`src/rtl/column_selector_param_if.sv`:
```
// Drop-request / board-state bundle between the game controller and column_selector_param.
// With COLUMN_SELECTOR_UNDO_EN defined the bundle also carries undo / undo_done.
interface column_selector_param_if #(
    parameter int unsigned COLS  = 4,
    parameter int unsigned ROWS  = 4,
    parameter int unsigned COL_W = 2,
    parameter int unsigned IDX_W = 4
) ();
    logic                   clear;
    logic                   drop_valid;
    logic [COL_W-1:0]       in_column;
    logic                   throw_again;
    logic                   ready;
    logic [COLS*ROWS-1:0]   out_gameboard;
    logic [COLS*ROWS-1:0]   out_players_cells;
    logic                   next_player;
    logic                   drop_done;
    logic                   invalid_column;
    logic [IDX_W-1:0]       last_cell;
    logic [COLS-1:0]        col_full;
    logic                   board_full;
`ifdef COLUMN_SELECTOR_UNDO_EN
    logic                   undo;
    logic                   undo_done;

    modport master (
        output clear, drop_valid, in_column, throw_again, undo,
        input  ready, out_gameboard, out_players_cells, next_player, drop_done,
               invalid_column, last_cell, col_full, board_full, undo_done
    );
    modport slave (
        input  clear, drop_valid, in_column, throw_again, undo,
        output ready, out_gameboard, out_players_cells, next_player, drop_done,
               invalid_column, last_cell, col_full, board_full, undo_done
    );
`else
    modport master (
        output clear, drop_valid, in_column, throw_again,
        input  ready, out_gameboard, out_players_cells, next_player, drop_done,
               invalid_column, last_cell, col_full, board_full
    );
    modport slave (
        input  clear, drop_valid, in_column, throw_again,
        output ready, out_gameboard, out_players_cells, next_player, drop_done,
               invalid_column, last_cell, col_full, board_full
    );
`endif
endinterface

```
`src/rtl/column_selector_param.sv`:
```
// Connect4-style column selector: resolves column drops to the lowest free row of a COLS x ROWS
// board. Optional one-level undo is enabled by defining COLUMN_SELECTOR_UNDO_EN.
module column_selector_param #(
    parameter int unsigned COLS  = 4,
    parameter int unsigned ROWS  = 4,
    parameter int unsigned COL_W = 2,
    parameter int unsigned IDX_W = 4
) (
    input logic                    clk_i,
    input logic                    reset_ni,
    column_selector_param_if.slave bus
);
    localparam int unsigned Cells = COLS * ROWS;
    localparam int unsigned HtW   = $clog2(ROWS + 1);

    typedef enum logic [1:0] {StIdle, StEval, StFull} state_e;

    state_e             state_q, state_d;
    logic [Cells-1:0]   board_q, board_d, owner_q, owner_d;
    logic [HtW-1:0]     height_q [COLS];
    logic [HtW-1:0]     height_d [COLS];
    logic               player_q, player_d;
    logic               done_q, done_d, inv_q, inv_d, pend_q, pend_d;
    logic               throw_q, throw_d;
    logic [COL_W-1:0]   col_q, col_d;
    logic [IDX_W-1:0]   last_q, last_d;
    logic [COLS-1:0]    col_full;
    logic               col_ok;
    logic [COL_W-1:0]   col_sel;
    logic [IDX_W-1:0]   cell_idx;
`ifdef COLUMN_SELECTOR_UNDO_EN
    logic               undo_op_q, undo_op_d, hist_q, hist_d, hist_player_q, hist_player_d;
    logic               undo_done_q, undo_done_d;
    logic [COL_W-1:0]   undo_col;

    assign undo_col = COL_W'(int'(last_q) % int'(COLS));
`endif

    always_comb begin
        for (int c = 0; c < int'(COLS); c++) begin
            col_full[c] = (height_q[c] == HtW'(ROWS));
        end
    end

    // Out-of-range columns are steered to column 0 so the height lookup stays in bounds.
    assign col_ok   = int'(col_q) < int'(COLS);
    assign col_sel  = col_ok ? col_q : '0;
    assign cell_idx = IDX_W'(int'(height_q[col_sel]) * int'(COLS) + int'(col_sel));

    always_comb begin
        state_d  = state_q;
        board_d  = board_q;
        owner_d  = owner_q;
        height_d = height_q;
        player_d = player_q;
        done_d   = 1'b0;
        inv_d    = pend_q;
        pend_d   = 1'b0;
        throw_d  = throw_q;
        col_d    = col_q;
        last_d   = last_q;
`ifdef COLUMN_SELECTOR_UNDO_EN
        undo_op_d     = undo_op_q;
        hist_d        = hist_q;
        hist_player_d = hist_player_q;
        undo_done_d   = 1'b0;
`endif
        unique case (state_q)
            StIdle: begin
                if (bus.drop_valid) begin
                    col_d   = bus.in_column;
                    throw_d = bus.throw_again;
                    state_d = StEval;
`ifdef COLUMN_SELECTOR_UNDO_EN
                    undo_op_d = 1'b0;
                end else if (bus.undo) begin
                    undo_op_d = 1'b1;
                    state_d   = StEval;
`endif
                end
            end
            StFull: begin
                // Board is full: drops are answered with a delayed reject, state is frozen.
                if (bus.drop_valid) begin
                    pend_d = 1'b1;
`ifdef COLUMN_SELECTOR_UNDO_EN
                end else if (bus.undo) begin
                    undo_op_d = 1'b1;
                    state_d   = StEval;
`endif
                end
            end
            StEval: begin
`ifdef COLUMN_SELECTOR_UNDO_EN
                if (undo_op_q) begin
                    if (hist_q) begin
                        board_d[last_q]    = 1'b0;
                        owner_d[last_q]    = 1'b0;
                        height_d[undo_col] = height_q[undo_col] - HtW'(1);
                        player_d           = hist_player_q;
                        hist_d             = 1'b0;
                        undo_done_d        = 1'b1;
                    end else begin
                        inv_d = 1'b1;
                    end
                end else begin
`endif
                if (!col_ok || col_full[col_sel]) begin
                    inv_d = 1'b1;
                end else begin
                    board_d[cell_idx] = 1'b1;
                    owner_d[cell_idx] = player_q;
                    height_d[col_sel] = height_q[col_sel] + HtW'(1);
                    last_d            = cell_idx;
                    done_d            = 1'b1;
                    if (!throw_q) player_d = ~player_q;
`ifdef COLUMN_SELECTOR_UNDO_EN
                    hist_d        = 1'b1;
                    hist_player_d = player_q;
`endif
                end
`ifdef COLUMN_SELECTOR_UNDO_EN
                end
`endif
                state_d = (&board_d) ? StFull : StIdle;
            end
            default: state_d = StIdle;
        endcase

        if (bus.clear) begin
            state_d  = StIdle;
            board_d  = '0;
            owner_d  = '0;
            height_d = '{default: '0};
            player_d = 1'b0;
            done_d   = 1'b0;
            inv_d    = 1'b0;
            pend_d   = 1'b0;
            last_d   = '0;
`ifdef COLUMN_SELECTOR_UNDO_EN
            hist_d      = 1'b0;
            undo_done_d = 1'b0;
`endif
        end
    end

    always_ff @(posedge clk_i or negedge reset_ni) begin
        if (!reset_ni) begin
            state_q  <= StIdle;
            board_q  <= '0;
            owner_q  <= '0;
            height_q <= '{default: '0};
            player_q <= 1'b0;
            done_q   <= 1'b0;
            inv_q    <= 1'b0;
            pend_q   <= 1'b0;
            throw_q  <= 1'b0;
            col_q    <= '0;
            last_q   <= '0;
`ifdef COLUMN_SELECTOR_UNDO_EN
            undo_op_q     <= 1'b0;
            hist_q        <= 1'b0;
            hist_player_q <= 1'b0;
            undo_done_q   <= 1'b0;
`endif
        end else begin
            state_q  <= state_d;
            board_q  <= board_d;
            owner_q  <= owner_d;
            height_q <= height_d;
            player_q <= player_d;
            done_q   <= done_d;
            inv_q    <= inv_d;
            pend_q   <= pend_d;
            throw_q  <= throw_d;
            col_q    <= col_d;
            last_q   <= last_d;
`ifdef COLUMN_SELECTOR_UNDO_EN
            undo_op_q     <= undo_op_d;
            hist_q        <= hist_d;
            hist_player_q <= hist_player_d;
            undo_done_q   <= undo_done_d;
`endif
        end
    end

    assign bus.ready             = (state_q != StEval);
    assign bus.out_gameboard     = board_q;
    assign bus.out_players_cells = owner_q;
    assign bus.next_player       = player_q;
    assign bus.drop_done         = done_q;
    assign bus.invalid_column    = inv_q;
    assign bus.last_cell         = last_q;
    assign bus.col_full          = col_full;
    assign bus.board_full        = &col_full;
`ifdef COLUMN_SELECTOR_UNDO_EN
    assign bus.undo_done         = undo_done_q;
`endif
endmodule

```
`src/flat_wrapper.sv`:
```
// flat-port wrapper written by rule: the top's interface ports become plain ports
module column_selector_param_flat 
#(
    parameter int unsigned COLS  = 4,
    parameter int unsigned ROWS  = 4,
    parameter int unsigned COL_W = 2,
    parameter int unsigned IDX_W = 4
)
  (clk_i, reset_ni, bus_clear, bus_drop_valid, bus_in_column, bus_throw_again, bus_ready, bus_out_gameboard, bus_out_players_cells, bus_next_player, bus_drop_done, bus_invalid_column, bus_last_cell, bus_col_full, bus_board_full);
  column_selector_param_if #(.COLS(COLS), .ROWS(ROWS), .COL_W(COL_W), .IDX_W(IDX_W)) bus_i ();
  input logic clk_i;
  input logic reset_ni;
  input wire logic [$bits(bus_i.clear)-1:0] bus_clear;
  input wire logic [$bits(bus_i.drop_valid)-1:0] bus_drop_valid;
  input wire logic [$bits(bus_i.in_column)-1:0] bus_in_column;
  input wire logic [$bits(bus_i.throw_again)-1:0] bus_throw_again;
  output wire logic [$bits(bus_i.ready)-1:0] bus_ready;
  output wire logic [$bits(bus_i.out_gameboard)-1:0] bus_out_gameboard;
  output wire logic [$bits(bus_i.out_players_cells)-1:0] bus_out_players_cells;
  output wire logic [$bits(bus_i.next_player)-1:0] bus_next_player;
  output wire logic [$bits(bus_i.drop_done)-1:0] bus_drop_done;
  output wire logic [$bits(bus_i.invalid_column)-1:0] bus_invalid_column;
  output wire logic [$bits(bus_i.last_cell)-1:0] bus_last_cell;
  output wire logic [$bits(bus_i.col_full)-1:0] bus_col_full;
  output wire logic [$bits(bus_i.board_full)-1:0] bus_board_full;
  assign bus_i.clear = bus_clear;
  assign bus_i.drop_valid = bus_drop_valid;
  assign bus_i.in_column = bus_in_column;
  assign bus_i.throw_again = bus_throw_again;
  assign bus_ready = bus_i.ready;
  assign bus_out_gameboard = bus_i.out_gameboard;
  assign bus_out_players_cells = bus_i.out_players_cells;
  assign bus_next_player = bus_i.next_player;
  assign bus_drop_done = bus_i.drop_done;
  assign bus_invalid_column = bus_i.invalid_column;
  assign bus_last_cell = bus_i.last_cell;
  assign bus_col_full = bus_i.col_full;
  assign bus_board_full = bus_i.board_full;
  column_selector_param #(.COLS(COLS), .ROWS(ROWS), .COL_W(COL_W), .IDX_W(IDX_W)) u_core (.clk_i(clk_i), .reset_ni(reset_ni), .bus(bus_i));
endmodule
```
`config.mk`:
```
export PLATFORM = sky130hd
export DESIGN_NAME = column_selector_param_flat
export DESIGN_NICKNAME = d
export VERILOG_FILES = /design/src/rtl/column_selector_param_if.sv /design/src/rtl/column_selector_param.sv /design/src/flat_wrapper.sv
export SDC_FILE = /design/constraint.sdc
export NUM_CORES = 1
export LEC_CHECK = 0
export BUFFER_PORTS_ARGS = -buffer_cell sky130_fd_sc_hd__buf_2
export CAP_MARGIN = 20
export CORE_MARGIN = 5
export CORE_UTILIZATION = 40
export CTS_BUF_LIST = sky130_fd_sc_hd__clkbuf_8
export DETAILED_ROUTE_END_ITERATION = 12
export SYNTH_ARGS = -nofsm -noshare
export SYNTH_HDL_FRONTEND = slang
export SYNTH_SLANG_ARGS = --single-unit
```
`constraint.sdc`:
```
create_clock -name clk_i -period 2.66 [get_ports clk_i]
set_input_delay 0.399 -clock clk_i [delete_from_list [all_inputs] [get_ports clk_i]]
set_output_delay 0.399 -clock clk_i [all_outputs]
set_load 0.03 [all_outputs]
```
* Word level (Yosys, flattened, before mapping) *
Index checks and enable logic that the tools add are counted.

cells by class
  $add $sub $neg = 2
  $lt $le $gt $ge = 5
  equal/unequal tests = 11
  mux-type cells = 41
  bitwise logic cells = 3
  reductions and logical operators = 10

operators with widths
  kind                                                               count
  two-way mux 16 bit                                                 7
  two-way mux 12 bit                                                 3
  bitwise mux 16 bit                                                 1
  bitwise OR 16 bit                                                  1
  AND reduction 16 bit                                               1
  two-way mux 1 bit                                                  15
  bitwise mux 12 bit                                                 1
  == test 3 bit, second input constant                               4
  two-way mux 4 bit                                                  3
  two-way mux 3 bit                                                  3
  binary-select mux 3 bit (select 2 bit)                             1
  demux 3 bit (select 2 bit)                                         1
  two-way mux 2 bit                                                  3
  != test 2 bit, second input constant                               3
  case mux 2 bit (3 select lines)                                    1
  AND reduction 2 bit                                                3
  < comparator 4 x 5 -> 1 bit, second input constant                 1
  adder 4 x 2 -> 4 bit                                               1
  demux 1 bit (select 4 bit)                                         1
  greater-or-equal comparator 4 x 1 -> 1 bit, second input constant  1
  AND reduction 4 bit                                                1
  adder 3 x 1 -> 3 bit, second input constant                        1
  greater-or-equal comparator 3 bit, second input constant           1
  < comparator 2 x 3 -> 1 bit, second input constant                 1
  other kinds (12)                                                   13

storage, ports and cells
  flip-flop bits (word level) = 57
  input bits = 7
  output and inout port bits = 45

* Logic depth before layout (Yosys ltp) *
  depth after elaboration = 16
  depth in mapped cells = 10
  depth with buffers taken out = 8

* Worst setup path before layout *
Ideal clock, no wire load.

  path kind = register to register
  start point = register u_core.col_q[0]
  end point = register u_core.state_q[1]
  arrival = 2,207 ps
  required time = 2,584 ps
  setup slack = 377 ps
  stages on the path, launching flop included = 10
  buffers on the path = 1
  clock period less this slack = 2,283 ps
  cell sequence = dfrtp_1 buf_2 mux4_2 inv_1 ha_1 o221ai_1 a211o_1 nor4_1 nand4_1 o21ai_1

on the way
  cells in the longest elaborated chain, start to end = 16

ends and longest elaborated chain
  item                                                                                                             RTL line                      text
  start: declaration                                                                                               column_selector_param.sv:25   logic [COL_W-1:0] col_q, col_d;
  start signal: assignment                                                                                         column_selector_param.sv:176  col_q <= col_d;
  NOT 2 -> 3 bit (implied by the code)                                                                             column_selector_param.sv:48   assign cell_idx = IDX_W'(int'(height_q[col_sel]) * int'(COLS) + int'(col_sel));
  binary-select mux 3 bit (select 2 bit)                                                                           column_selector_param.sv:48
  two-way mux 3 bit (2 in series)                                                                                  --
  adder 4 x 2 -> 4 bit                                                                                             column_selector_param.sv:48
  < comparator 4 x 5 -> 1 bit (implied by the code) or greater-or-equal comparator 4 x 1 -> 1 bit (tied branches)  column_selector_param.sv:111  board_d[cell_idx] = 1'b1;
  logical AND 1 bit (implied by the code)                                                                          column_selector_param.sv:111
  two-way mux 1 bit (implied by the code)                                                                          column_selector_param.sv:111
  demux 1 bit (select 4 bit)                                                                                       --
  bitwise OR 16 bit (no line)                                                                                      --
  two-way mux 16 bit (*)                                                                                           column_selector_param.sv:108  if (!col_ok || col_full[col_sel]) begin
  two-way mux 16 bit (*)                                                                                           column_selector_param.sv:68   unique case (state_q)
  AND reduction 16 bit (*)                                                                                         column_selector_param.sv:125  state_d = (&board_d) ? StFull : StIdle;
  two-way mux 2 bit (*)                                                                                            column_selector_param.sv:125
  case mux 2 bit (3 select lines) (*)                                                                              column_selector_param.sv:68
  two-way mux 2 bit (*)                                                                                            column_selector_param.sv:130  if (bus.clear) begin
  end signal: assignment                                                                                           column_selector_param.sv:149  state_q <= StIdle;
  end signal: assignment                                                                                           column_selector_param.sv:167  state_q <= state_d;
  end: declaration                                                                                                 column_selector_param.sv:18   state_e state_q, state_d;

Every way passes the cells marked *; elsewhere a longest branch is shown, timed or not. The select of a mux whose other input is x is not followed.
A chain may end at the register's enable or synchronous reset.

* Worst setup path in the final report *
Same ends and word-level chain as after synthesis.

==> impl_results.md <==
* Maxcap violations at 0
* Post-Synth Adder-Cell Area at under 10%
* Fmax at 0.395 GHz
* Area contributors post-synth: dfrtp_1, a21oi_1, nor2_1, nand3_1, nand2_1
* Clock-pin slew on the worst setup and hold paths at 0.06 ns
* Dpl hpwl at 5.59 mm
* Number of I/O pins at 52
* Arrival @ worst endpoint at 2.79 ns
* Max VDD drop at 0.299 mV
* Worst Path Required at 2.92 ns
* Hold Crit Class: input pin to asynchronous set/reset pin
* Ant. Diodes at 0
* Vias per cell at 5.42
* Nets at 369
* Max_slew headroom at 36.1%
* Yosys top cell by area: dfrtp_1
* Final worst-path cycle share at 95.1%
* Yosys warns at 0
* FF-to-FF path depth at 8
* Port Buffers at 51
* Die Area at 8870 sq um
* Fin crit period at 2.53 ns
* Antenna Violating Nets Remaining at 0
* Syn avg cell area at 9.47 sq um
* Core Area at 6830 sq um
* Synth async-reset ratio at 100%
* DR iter-0 viols at 218
* Hold_buf cts at 0
* Fin. max-slew vios at 0
* DIE HEIGHT at about 94 um
* Commonest non-fill, non-tap cell in the layout: dfrtp_1
* Post-CTS Resized at 0
* Clock root buffer: clkbuf_8
* Layout cell share with drive strength beyond 1 at 27.3%
* Mapped Nets at 310
* PwrDens at 579 nW/um^2
* Rows at 30
* Routability-driven placement congestion ratio at 0.947
* Most common flop cell mapped by yosys: dfrtp_1
* Final Hold Fails at 0
* Mux contribution to synthesized area at 6.05%
* Vias in the first global route at 2382
* CTS sink cnt at 57
* Main combinational cell family by area after synthesis: simple AND/OR/NAND/NOR gates
* Worst-path fanout max at 8
* First-pass GRT wire length at between 10 and 15 mm
* Crit end category: register
* Post-synthesis simple-gate area fraction at between 10% and 20%
* Setup TNS at 0 ns
* Top cell type's share of synthesized area at around half
* Clock latency on the worst-skew pair at 0.34 ns
* Cells after Synth at 299
* Yosys reg bits at 57
* All-Layer GR Usage at roughly a fifth
* Leak pwr at 1.62 nW
* End-of-flow core utilization at 50.2%
* WL/cell at 17.4 um
* Critical path type: register to register
* Initial antenna violation count at 0
* CTS tree: built
* Die X at around 94 um
* Drt pass-1 iters at 5
* RSZ-0062 raised after global routing: false
* Setup-failing EPs final at 0
* Initial Utilization at 41.5%
* Worst Skew at ~0.013 ns
* Max H-tree Level at 3
* Status: finished clean
* Num CTS Buffers at 9
* Sequential area share after synthesis at 50.4%
* Largest net degree at the start of global routing at 40
* WL final at 7.98 mm
* CP startpoint kind: register
* Post-Synth XOR/XNOR Area at 0.618%
* Most frequent cells in the layout: dfrtp_1, buf_2, nor2_1
* Mapped cell area at ~2800 sq um
* Setup Fix Bufs, Post-CTS at 0
* Via count at 2489
* Fillers at 645
* Global route overflow at 0
* # DRC at 0
* Worst Tran Pin Value at ~0.95 ns
* Compound-Gate Fraction of Synth Area at between 15 and 20%
* Longest Clk Path Bufs at 2
* P&R area growth vs syn at 21.2%
* Post-synth cell types at just over 40
* EDFF count, synth at 0
## cells in the mapped netlist (2+ instances only)
cell and number:
a211oi_1 7, a21oi_1 38, a31oi_1 9, buf_1 2, buf_2 2, buf_6 6
clkbuf_1 13, dfrtp_1 57, ha_1 4, inv_1 7, mux2_2 3, mux2i_1 7
mux4_2 3, nand2_1 25, nand2b_1 4, nand3_1 20, nand4_1 2, nor2_1 43
nor2b_1 2, nor3_1 5, nor3b_2 2, nor4_1 3, o21ai_0 10, o21ai_1 6
o221ai_1 2, xnor2_1 2
## worst max-delay path, stage by stage, from the launching register on
cell and delay [ns]:
dfrtp_1 0.51, mux4_2 0.64, inv_1 0.14, ha_1 0.28, o221ai_1 0.16, a211o_1 0.24, nor4_1 0.19, nand4_1 0.15
o21ai_1 0.14
## final timing paths
kind,startpoint,end,slack [ns]
worst min-delay path,reset_ni,u_core.bus.out_players_cells[6],0.10
worst max register to register,u_core.col_q[0],u_core.state_q[1],0.13
worst min register to register,u_core.state_q[0],u_core.state_q[0],0.47
worst max-delay path,u_core.col_q[0],u_core.state_q[1],0.13
max in group asynchronous,reset_ni,u_core.state_q[0],1.96
min in group clk_i,bus_throw_again,u_core.throw_q,0.30
## where the power goes
part	total, W	switching, W	internal (W)	leakage (nW)
Combinational	0.000296	0.000195	0.000101	0.726
Clock	0.000781	0.000337	0.000444	0.110
Sequential	0.000910	0.0000221	0.000888	0.785
## flip-flops by register name (all words and copies together) (netlist names), 2 cells and up
signal and count:
u_core.bus.last_cell 4, u_core.bus.out_gameboard 16, u_core.bus.out_players_cells 16, u_core.col_q 2, u_core.height_q 12, u_core.state_q 2
## final cells by class
cell class	instances	area, sq um	area share [%]
timing repair buffer	72	425	12.4
clock buffer	10	138	4.01
clock inverter	6	51.3	1.49
inverter	8	30.0	0.875
tap	96	120	3.50
sequential	57	1430	41.6
multi-input combinational	210	1240	36.2
## through the flow
step | total power [W] | worst slack (ns) | area (sq um) | hold slack [ns] | cells
detailed placement | 0.00122 | 0.197 | 3240 | 0.474 | 443
global placement | 0.00121 | 0.270 | 3240 | 0.460 | 443
CTS | 0.00200 | 0.175 | 3430 | 0.126 | 459
finish | 0.00199 | 0.130 | 3430 | 0.105 | 459
floorplan | 0.00111 | 0.377 | 2830 | 0.103 | 299
global route | 0.00207 | 0.0736 | 3430 | 0.157 | 459
## cell families (layout without fill, tap and decap cells)
group	after synthesis	in the layout
simple gates	114	114
compound gates	77	77
flops	57	57
buf+inv	32	96
mux	13	13
fa+ha+maj	4	4
xor+xnor	2	2
## layer usage
metal  vias up  GRT usage, %  share of wire [%]  wire length, um
li1       1166             -                  -                -
met1      1202          26.8                 46             3630
met2       110          28.2                 45             3620
met3        11          5.61                7.5              595
met4         0          6.98                1.6              131
met5         -             0                  0                0
Note: power is estimated with default switching activity, not from simulation.
